### config.mk
export PLATFORM = sky130hd
export DESIGN_NAME = hazard_scoreboard
export DESIGN_NICKNAME = d
export VERILOG_FILES = /design/src/rtl/hazard_pkg.sv /design/src/rtl/hazard_match.sv /design/src/rtl/hazard_scoreboard.sv
export SDC_FILE = /design/constraint.sdc
export NUM_CORES = 1
export LEC_CHECK = 0
export BUFFER_PORTS_ARGS = -buffer_cell sky130_fd_sc_hd__buf_2
export CAP_MARGIN = 20
export CORE_MARGIN = 10
export CORE_UTILIZATION = 35
export DETAILED_ROUTE_END_ITERATION = 7
export PLACE_DENSITY = 0.58
export SLEW_MARGIN = 5
export SYNTH_ARGS = -nofsm -noshare
export SYNTH_HDL_FRONTEND = slang
export SYNTH_SLANG_ARGS = --single-unit
### constraint.sdc
create_clock -name clk -period 2.1 [get_ports clk]
set_input_delay 0.525 -clock clk [delete_from_list [all_inputs] [get_ports clk]]
set_output_delay 0.525 -clock clk [all_outputs]
set_load 0.01 [all_outputs]
### src/rtl/hazard_pkg.sv
// Shared types and helpers for the hazard scoreboard.
package hazard_pkg;

  // Slot dest field is sized for the widest supported register index;
  // narrower indices are zero-extended on entry so compares stay exact.
  localparam int unsigned MaxRegW = 8;

  // Forward-select code meaning "read the register file".
  localparam int unsigned FWD_RF = 0;

  typedef struct packed {
    logic               v;     // slot holds a real instruction
    logic               wb;    // instruction writes back
    logic [MaxRegW-1:0] dest;  // destination register
    logic               ld;    // instruction is a load
  } slot_t;

  // Forward-select code for slot k.
  function automatic int unsigned fwd_code(input int unsigned k);
    return k + 1;
  endfunction

endpackage

### src/rtl/hazard_match.sv
// Finds the youngest in-flight writer of one source register.
module hazard_match
  import hazard_pkg::*;
#(
  parameter int unsigned DEPTH = 2,
  parameter int unsigned SEL_W = $clog2(DEPTH + 1)
) (
  input  slot_t [DEPTH-1:0] slots,
  input  logic [MaxRegW-1:0] src,
  input  logic               en,
  output logic               hit,
  output logic [SEL_W-1:0]   idx,
  output logic               is_load
);

  // Scan oldest to youngest so the lowest matching index wins.
  always_comb begin
    hit     = 1'b0;
    idx     = '0;
    is_load = 1'b0;
    for (int i = int'(DEPTH) - 1; i >= 0; i--) begin
      if (en && slots[i].v && slots[i].wb && (slots[i].dest == src)) begin
        hit     = 1'b1;
        idx     = SEL_W'(i);
        is_load = slots[i].ld;
      end
    end
  end

endmodule

### src/rtl/hazard_scoreboard.sv
// In-flight destination scoreboard producing ID-stage stall and forward selects.
module hazard_scoreboard
  import hazard_pkg::*;
#(
  parameter int unsigned REG_W  = 4,
  parameter int unsigned DEPTH  = 2,
  parameter bit          FWD_EN = 1'b1,
  localparam int unsigned SEL_W = $clog2(DEPTH + 1)
) (
  input  logic             clk,
  input  logic             rst,
  input  logic             issue_valid,
  input  logic [REG_W-1:0] src1,
  input  logic [REG_W-1:0] src2,
  input  logic             two_src,
  input  logic             issue_wb_en,
  input  logic [REG_W-1:0] issue_dest,
  input  logic             issue_mem_read,
  input  logic             flush,
  input  logic             mem_wait,
  output logic             stall,
  output logic [SEL_W-1:0] fwd_sel1,
  output logic [SEL_W-1:0] fwd_sel2,
  output logic [SEL_W-1:0] pending_cnt
);

  slot_t [DEPTH-1:0] slot_q, slot_d;

  logic             hit1, hit2, ld1, ld2;
  logic [SEL_W-1:0] idx1, idx2;
  logic             dep_stall;

  hazard_match #(
    .DEPTH (DEPTH),
    .SEL_W (SEL_W)
  ) u_match1 (
    .slots   (slot_q),
    .src     (MaxRegW'(src1)),
    .en      (issue_valid),
    .hit     (hit1),
    .idx     (idx1),
    .is_load (ld1)
  );

  hazard_match #(
    .DEPTH (DEPTH),
    .SEL_W (SEL_W)
  ) u_match2 (
    .slots   (slot_q),
    .src     (MaxRegW'(src2)),
    .en      (issue_valid & two_src),
    .hit     (hit2),
    .idx     (idx2),
    .is_load (ld2)
  );

  // Dependency stall and forward selects; only a load in EXE blocks forwarding.
  always_comb begin
    dep_stall = 1'b0;
    fwd_sel1  = SEL_W'(FWD_RF);
    fwd_sel2  = SEL_W'(FWD_RF);
    if (FWD_EN) begin
      dep_stall = (hit1 && (idx1 == '0) && ld1) || (hit2 && (idx2 == '0) && ld2);
      if (hit1) fwd_sel1 = SEL_W'(fwd_code(32'(idx1)));
      if (hit2) fwd_sel2 = SEL_W'(fwd_code(32'(idx2)));
    end else begin
      dep_stall = hit1 | hit2;
    end
    // Memory wait freezes everything; a flush kills the ID instruction instead.
    stall = mem_wait | (~flush & dep_stall);
  end

  // Count in-flight writers.
  always_comb begin
    pending_cnt = '0;
    for (int i = 0; i < int'(DEPTH); i++) begin
      pending_cnt = pending_cnt + SEL_W'(slot_q[i].v & slot_q[i].wb);
    end
  end

  // Shift slots toward WB, inserting the ID instruction or a bubble at slot 0.
  always_comb begin
    slot_d = slot_q;
    if (!mem_wait) begin
      for (int i = 1; i < int'(DEPTH); i++) begin
        slot_d[i] = slot_q[i-1];
      end
      slot_d[0] = '0;
      if (issue_valid && !stall && !flush) begin
        slot_d[0].v    = 1'b1;
        slot_d[0].wb   = issue_wb_en;
        slot_d[0].dest = MaxRegW'(issue_dest);
        slot_d[0].ld   = issue_mem_read;
      end
    end
  end

  // Slot register; reset overrides mem_wait and flush.
  always_ff @(posedge clk) begin
    if (rst) slot_q <= '0;
    else     slot_q <= slot_d;
  end

endmodule

==> results of run 1 <==
## routing by layer
metal	part of all wire [%]	track usage [%]	wire length, µm	vias to the layer above
met5	0	0	0	-
met4	1.6	4.71	32	0
met3	9.2	3.85	179	4
met2	41	14.3	794	26
met1	48	11.6	935	293
li1	-	-	-	367
## worst max-delay path: stages
cell	delay [ns]
buf_8	0.10
xnor2_2	0.17
or3b_4	0.41
o22ai_4	0.17
a21o_1	0.13
buf_2	0.12
## per-stage QoR
step	setup TNS (ns)	cells	cell area, µm²	setup slack, ns
3_3_place_gp	-0.0737	144	943	-0.0737
3_5_place_dp	-0.0941	144	943	-0.0941
6_report	-0.0506	149	1010	-0.0506
2_1_floorplan	0	89	758	0.134
5_1_grt	-0.0951	149	1010	-0.0951
4_1_cts	-0.0475	148	988	-0.0475
## layout make-up
| cell class | instances | share of cell area (%) |
|---|---|---|
| clock buffers | 4 | 2.61 |
| well taps | 27 | 3.36 |
| inverters | 3 | 1.12 |
| repair buffers | 31 | 17.7 |
| multi-input cells | 71 | 49.0 |
| flip-flops and latches | 13 | 26.2 |
## kinds of logic (layout without fill, tap and decap cells)
kind of cell | after synthesis | in the layout | synth area share [%]
compound gates | 9 | 9 | 8.25
simple gates | 39 | 39 | 26.7
fa+ha+maj | 1 | 1 | 1.65
flops | 13 | 13 | 34.3
mux | 6 | 6 | 7.92
buf+inv | 5 | 38 | 2.64
xor+xnor | 16 | 16 | 18.5
## how the worst min path moves through the flow
stage / startpoint / to / slack (ns) / depth (start not counted)
final: slot_q[10] / slot_q[10] / 0.49 / 2
after global routing: issue_dest[0] / slot_q[1] / 0.50 / 3
after CTS: issue_dest[3] / slot_q[4] / 0.48 / 3
after detailed placement: slot_q[21] / slot_q[21] / 0.48 / 2
after global placement: slot_q[21] / slot_q[21] / 0.47 / 2
after floorplan: slot_q[0] / slot_q[0] / 0.45 / 2
## power breakdown
part	leakage, nW	internal, mW	switching (mW)
registers	0.107	0.252	0.00556
clock network	0.0150	0.0735	0.0750
logic	0.292	0.0428	0.0392
total	0.413	0.368	0.120
## what timing repair did
action | 4_1_cts | 5_1_grt
pin swaps | 0 | 3
hold endpoints to repair | 0 | 0
buffers inserted | 0 | 1
setup endpoints to repair | 1 | 2
cloned | 0 | 0
gates resized for setup | 5 | 3
## layout by cell type, fill, tap and decap left out, types with 2 or more instances in the layout
cell and count:
nand3_1 7, and2_1 2, buf_2 25, dfxtp_2 3, buf_4 5, mux2i_1 6
clkbuf_4 3, inv_1 3, nor2_1 7, dfxtp_1 10, o21ai_0 7, xnor2_1 14
nand4_1 3, nand2_1 14
==> flow_summary.ini, run 1 <==
[logic_synthesis]
ys_types = 22
syn_avg_cell_area_um2 = 8.52
syn-instance-count = 89
synth_nets = 110
synth_area_leaders = dfxtp_1 34%, xnor2_1 17%, mux2i_1 7.9%
synth.most_common_cell = xnor2_1
synth_top_area_share_pct = 34.3
yosysTopAreaCell = dfxtp_1
synth.top_cells.by_count = 15 x xnor2_1, 14 x nand2_1, 13 x dfxtp_1
ys_async_sr_fraction_pct = 0
synth_area_um2 = 758
seq_area_frac_synth_pct = 34.3
ys_seq_elements = 13
synth_edf_count = 0
ys_warn_count = 0
synth_ff_type = dfxtp_1

[cells_and_area]
reg_top3 = slot_q: 13 flops
area.sequential_um2 = 264
fin_nets = 144
regMostFlops = slot_q
drive_above_1_share_pct = 34.4
largest_register_ff_count = 13
diodes = 0
multi_input_area_um2 = 493
nFillCells = 225
syn_to_final_growth_pct = 32.7
fin_util_pct = 50.2

[clocking]
postCtsHoldBufs = 0
path_clk_slew_ns = 0.07
cts.sinks = 13
cts_buffers = 3
clock_tree.buffer_depth = 2
cts_tree = done
cts_max_level = 1
clock_latency_ns = 0.27
cts-root-buf = clkbuf_4

[sta]
worst_slack_ns = -0.0506
clock_skew_ns = 0.00323
hold_violations = 0
setup_viol_count_final = 1
timing.hold.ws_ns = 0.489
fin_crit_sh_pct = 102
worst_slew_margin_rel_pct = 68.2
min_period_ns = 2.15
rsz0062_at_grt = true
worst_pin_slew_ns = 0.475
slew_violations = 0
max_freq_ghz = 0.465

[worst_setup_path]
required_ns = 1.57
r2r_start = slot_q[2]
endpoint_kind = output port
endpoint = stall
cp_max_fo = 2
critPathArrivalTime_ns = 1.63
crit_path_start_kind = primary input
crit_start = src2[1]
criticalPathCategory = primary input to output port
r2r.worst_path.cells = 5
r2r-end = slot_q[9]
r2r_setup_slack_ns = 0.67

[die]
start_util_pct = 37.9
die_w_um = 66.5
ios = 27
fp-row-count = 16
die_y_um = 66.5
coreArea_um2 = 2000
dieArea_um2 = 4430

[placement]
place_hpwl_mm = 1.63
gp_congestion = 0.784
numPortBuffers = 26

[routing]
wl_per_cell_um = 13.0
dr_total_vias = 690
drt_iter0_drc = 19
vias_per_cell = 4.63
drt-total-wl_mm = 1.94
drc = 0
ant_nets = 0
drt_pre_antenna_iters = 4

[power_and_ir_drop]
power_uw = 488
p_leak_nw = 0.413
max-vdd-ir-drop_mv = 0.349
p_per_area_nw_per_um2 = 485

[grt]
grt_overflow = 0
grt_pass1_wl_mm = 3.37
antenna_found_initial = 0
grt_max_degree = 10
grt_util_all_layers_pct = 9.61
grt_pass1_vias = 776

[run_status]
violations = setup timing
status = finished with violations

[job]
cap_violations = 0

[min_path]
hold_class = flip-flop to flip-flop
(Power assumes the default switching activity.)
==> inputs of run 2 (changes only) <==
--- a/config.mk
+++ b/config.mk
@@ -11,6 +11,7 @@
 export CORE_UTILIZATION = 35
 export DETAILED_ROUTE_END_ITERATION = 7
 export PLACE_DENSITY = 0.58
+export SKIP_LAST_GASP = 1
 export SLEW_MARGIN = 5
 export SYNTH_ARGS = -nofsm -noshare
 export SYNTH_HDL_FRONTEND = slang
==> run 2 against run 1 <==
Effect of this change:
- the flow still finishes with violations (setup timing)
- core utilization is 1.1 points lower
- die area stayed put
- clock-buffer cell count unchanged
==> flow_summary.ini, run 2 (same netlist as run 1, synthesis figures left out) <==
[job]
cap_violations = 0

[cells_and_area]
reg_top3 = slot_q: 13 flops
largest_register_ff_count = 13
fin_util_pct = 49.1
layout_common_cells = 26 x buf_2, 14 x nand2_1, 14 x xnor2_1, 10 x dfxtp_1
diodes = 0
syn_to_final_growth_pct = 29.7
fin_nets = 143
layout_commonest_cell = buf_2
regMostFlops = slot_q
drive_above_1_share_pct = 33.1

[clocking]
cts-root-buf = clkbuf_4
clock_latency_ns = 0.27
clock_tree.buffer_depth = 2
cts_tree = done
cts.sinks = 13
cts_max_level = 1
postCtsHoldBufs = 0
path_clk_slew_ns = 0.07
cts_buffers = 3

[grt]
grt_pass1_vias = 777
grt_max_degree = 10
antenna_found_initial = 0
grt_util_all_layers_pct = 9.61
grt_overflow = 0
grt_pass1_wl_mm = 3.37

[routing]
dr_total_vias = 688
drt_iter0_drc = 26
dr_wl_met3_um = 172
topRoutingLayerUsed = met4
drt_pre_antenna_iters = 4
drt-total-wl_mm = 1.91
wl_met2_um = 777
m1WireLength_um = 931
ant_nets = 0
wl_per_cell_um = 12.9
vias_per_cell = 4.65
drc = 0

[power_and_ir_drop]
p_leak_nw = 0.405
p_switching_uw = 119
p_clk_share_pct = 30.6
swShare_pct = 24.6
max-vdd-ir-drop_mv = 0.349
p_per_area_nw_per_um2 = 493
internal-power_uw = 366
power.share.combinational_pct = 16.4
p_seq_share_pct = 53.0

[worst_setup_path]
criticalPathCategory = primary input to output port
required_ns = 1.57
critPathArrivalTime_ns = 1.63
crit_start = src2[1]
cp_max_fo = 2
r2r_start = slot_q[2]
crit_path_start_kind = primary input
endpoint_kind = output port

[die]
die_y_um = 66.5
fp-row-count = 16
dieArea_um2 = 4430
ios = 27
coreArea_um2 = 2000
die_w_um = 66.5
start_util_pct = 37.9

[placement]
place_hpwl_mm = 1.63
dp_slack_ns = -0.0941
gp_congestion = 0.784
numPortBuffers = 26

[run_status]
status = finished with violations
violations = setup timing

[sta]
hold_violations = 0
min_period_ns = 2.15
clock_skew_ns = 0.00323
max_freq_ghz = 0.465
worst_pin_slew_ns = 0.471
rsz0062_at_grt = true
setup_viol_count_final = 1
slew_violations = 0
fin_crit_sh_pct = 102
worst_slew_margin_rel_pct = 68.5
worst_slack_ns = -0.0520

[min_path]
hp-start = slot_q[10]
hold_class = flip-flop to flip-flop
[run 2: worst paths after layout]
path | endpoint | slack (ns) | cells past startpoint
max | stall | -0.05 | 6
min | slot_q[10] | 0.49 | 2
max reg2reg | slot_q[9] | 0.65 | 5
min reg2reg | slot_q[10] | 0.49 | 2
[run 2: critical path, stage by stage]
cell,delay (ns)
buf_2,0.12
xnor2_2,0.15
or3b_4,0.41
o22ai_4,0.16
a21o_1,0.14
buf_2,0.12
[run 2: layer usage]
layer | vias to the layer above | GRT usage (%)
li1 | 366 | -
met4 | 0 | 4.71
met5 | - | 0
met3 | 4 | 3.85
met1 | 294 | 11.6
met2 | 24 | 14.3
[run 2: layout make-up]
cell class / instances / area (µm²)
inverters: 3 / 11.3
repair buffers: 30 / 160
flip-flops and latches: 13 / 264
well taps: 27 / 33.8
fillers: 228 / 1020
clock buffers: 4 / 26.3
multi-input cells: 71 / 488
[run 2: power by group through the flow]
stage | Sequential [mW] | Clock (mW) | Combinational [mW]
floorplan | 0.261 | 0 | 0.0437
global placement | 0.262 | 0 | 0.0769
detailed placement | 0.263 | 0 | 0.0783
CTS | 0.257 | 0.156 | 0.0800
global route | 0.258 | 0.171 | 0.0881
finish | 0.257 | 0.149 | 0.0794
[run 2: stage by stage]
step / setup TNS, ns / power, mW / cell area, µm² / cells / hold WS, ns
after floorplan: 0 / 0.305 / 758 / 89 / 0.446
after global placement: -0.0737 / 0.339 / 943 / 144 / 0.472
after detailed placement: -0.0941 / 0.341 / 943 / 144 / 0.480
after CTS: -0.0508 / 0.493 / 981 / 148 / 0.482
after global routing: -0.129 / 0.517 / 983 / 148 / 0.500
final: -0.0520 / 0.485 / 983 / 148 / 0.489
[run 2: repair_timing]
action	4_1_cts	5_1_grt
gates cloned	0	0
setup endpoints to repair	1	2
setup buffers	0	0
gates resized for setup	3	2
==> inputs of run 3 (changes only) <==
==> constraint.sdc (replaced) <==
create_clock -name clk -period 2.2 [get_ports clk]
set_input_delay 0.55 -clock clk [delete_from_list [all_inputs] [get_ports clk]]
set_output_delay 0.55 -clock clk [all_outputs]
set_load 0.01 [all_outputs]
==> run 3 against run 2 <==
Effect of this change:
- the run now ends clean
- wire length increased by 0.78%
- power is 3.3% lower
- core utilization increased by 0.94 points
- sequential power decreased by 5%
- cell count unchanged
- sequential cell count is the same
- register-to-register slack improved by 0.10 ns
- combinational power down 2%
- critical endpoint unchanged
- largest power group unchanged
- highest routed layer unchanged
==> flow_summary.ini, run 3 (same netlist as run 1, synthesis figures left out) <==
[grt]
antenna_found_initial = 0
grt_max_degree = 10
grt_pass1_wl_mm = 3.24
grt_util_all_layers_pct = 9.31
grt_overflow = 0
grt_pass1_vias = 719

[placement]
numPortBuffers = 26
place_hpwl_mm = 1.59
dp_slack_ns = -0.0328
gp_congestion = 0.801
placed_area_um2 = 936
dp.cells = 143

[sta]
worst_slack_ns = 0.0138
timing.hold.ws_ns = 0.484
worst_pin_slew_ns = 0.447
worst_slew_margin_rel_pct = 70.1
rsz0062_at_grt = true
hold_violations = 0
min_period_ns = 2.19
setup_viol_count_final = 0
clock_skew_ns = 0.00354
max_freq_ghz = 0.457
slew_violations = 0
fin_crit_sh_pct = 99.4
fin_setup_tns_ns = 0

[min_path]
hold_class = flip-flop to flip-flop
hold_path_depth = 2
hp-start = slot_q[10]

[die]
die_w_um = 66.5
fp-row-count = 16
coreArea_um2 = 2000
start_util_pct = 37.9
dieArea_um2 = 4430
die_y_um = 66.5
ios = 27

[cells_and_area]
reg_top3 = slot_q: 13 flops
largest_register_ff_count = 13
diodes = 0
final_cells = 148
multi_input_area_um2 = 488
syn_to_final_growth_pct = 32.2
regMostFlops = slot_q
fin_nets = 143
drive_above_1_share_pct = 33.1
area.sequential_um2 = 267
layout_common_cells = 24 x buf_2, 14 x nand2_1, 14 x xnor2_1, 10 x dfxtp_1
layout_commonest_cell = buf_2
design_area_um2 = 1000
fin_util_pct = 50.1
nFillCells = 218

[clocking]
cts_buffers = 3
path_clk_slew_ns = 0.07
clock_tree.buffer_depth = 2
cts_max_level = 1
clock_latency_ns = 0.28
cts.sinks = 13
cts-root-buf = clkbuf_4
cts_tree = done

[power_and_ir_drop]
power_uw = 469
p_per_area_nw_per_um2 = 468
max-vdd-ir-drop_mv = 0.289
p_leak_nw = 0.411

[worst_setup_path]
criticalPathCategory = primary input to output port
crit_path_start_kind = primary input
cp_max_fo = 2
required_ns = 1.65
r2r_start = slot_q[2]
r2r_setup_slack_ns = 0.75
critPathArrivalTime_ns = 1.64
r2r.worst_path.cells = 5
crit_start = src2[1]
endpoint_kind = output port

[routing]
wl_per_cell_um = 13.0
ant_nets = 0
drc = 0
drt-total-wl_mm = 1.93
dr_total_vias = 691
drt_iter0_drc = 12
vias_per_cell = 4.67
drt_pre_antenna_iters = 4

[job]
cap_violations = 0

[run_status]
status = complete, no violations
[run 3: power breakdown]
group	internal (mW)	switching (mW)	total, mW
combinational	0.0417	0.0361	0.0778
clock	0.0704	0.0762	0.147
sequential	0.239	0.00544	0.245
total	0.351	0.118	0.469
[run 3: path summary, 6_finish.rpt]
check / end
setup / recovery: stall
hold / removal: slot_q[10]
setup reg to reg: slot_q[9]
hold reg to reg: slot_q[10]
[run 3: area by class of cell]
type	count	area share [%]
Multi-Input combinational cell	71	48.7
Tap cell	27	3.37
Sequential cell	13	26.6
Timing Repair Buffer	30	17.6
Clock buffer	4	2.62
Inverter	3	1.12
[run 3: critical path, stage by stage]
cell and delay, ns:
buf_8 0.10, xnor2_2 0.15, or3b_4 0.41, o22ai_4 0.18
a21o_1 0.14, buf_6 0.10
[run 3: what timing repair did]
item	in CTS	in global routing
hold endpoints to repair	0	0
hold buffers	0	0
pin swaps	0	3
setup buffers	0	1
cloned	0	0
setup endpoints to repair	1	2
resized for setup	3	6
[run 3: per-layer routing]
layer  up-vias  routed length [µm]  track usage (%)
li1        365                   -                -
met1       296                 880             10.9
met2        25                 781             13.4
met3         5                 226             4.35
met4         0                  40             5.50
met5         -                   0                0
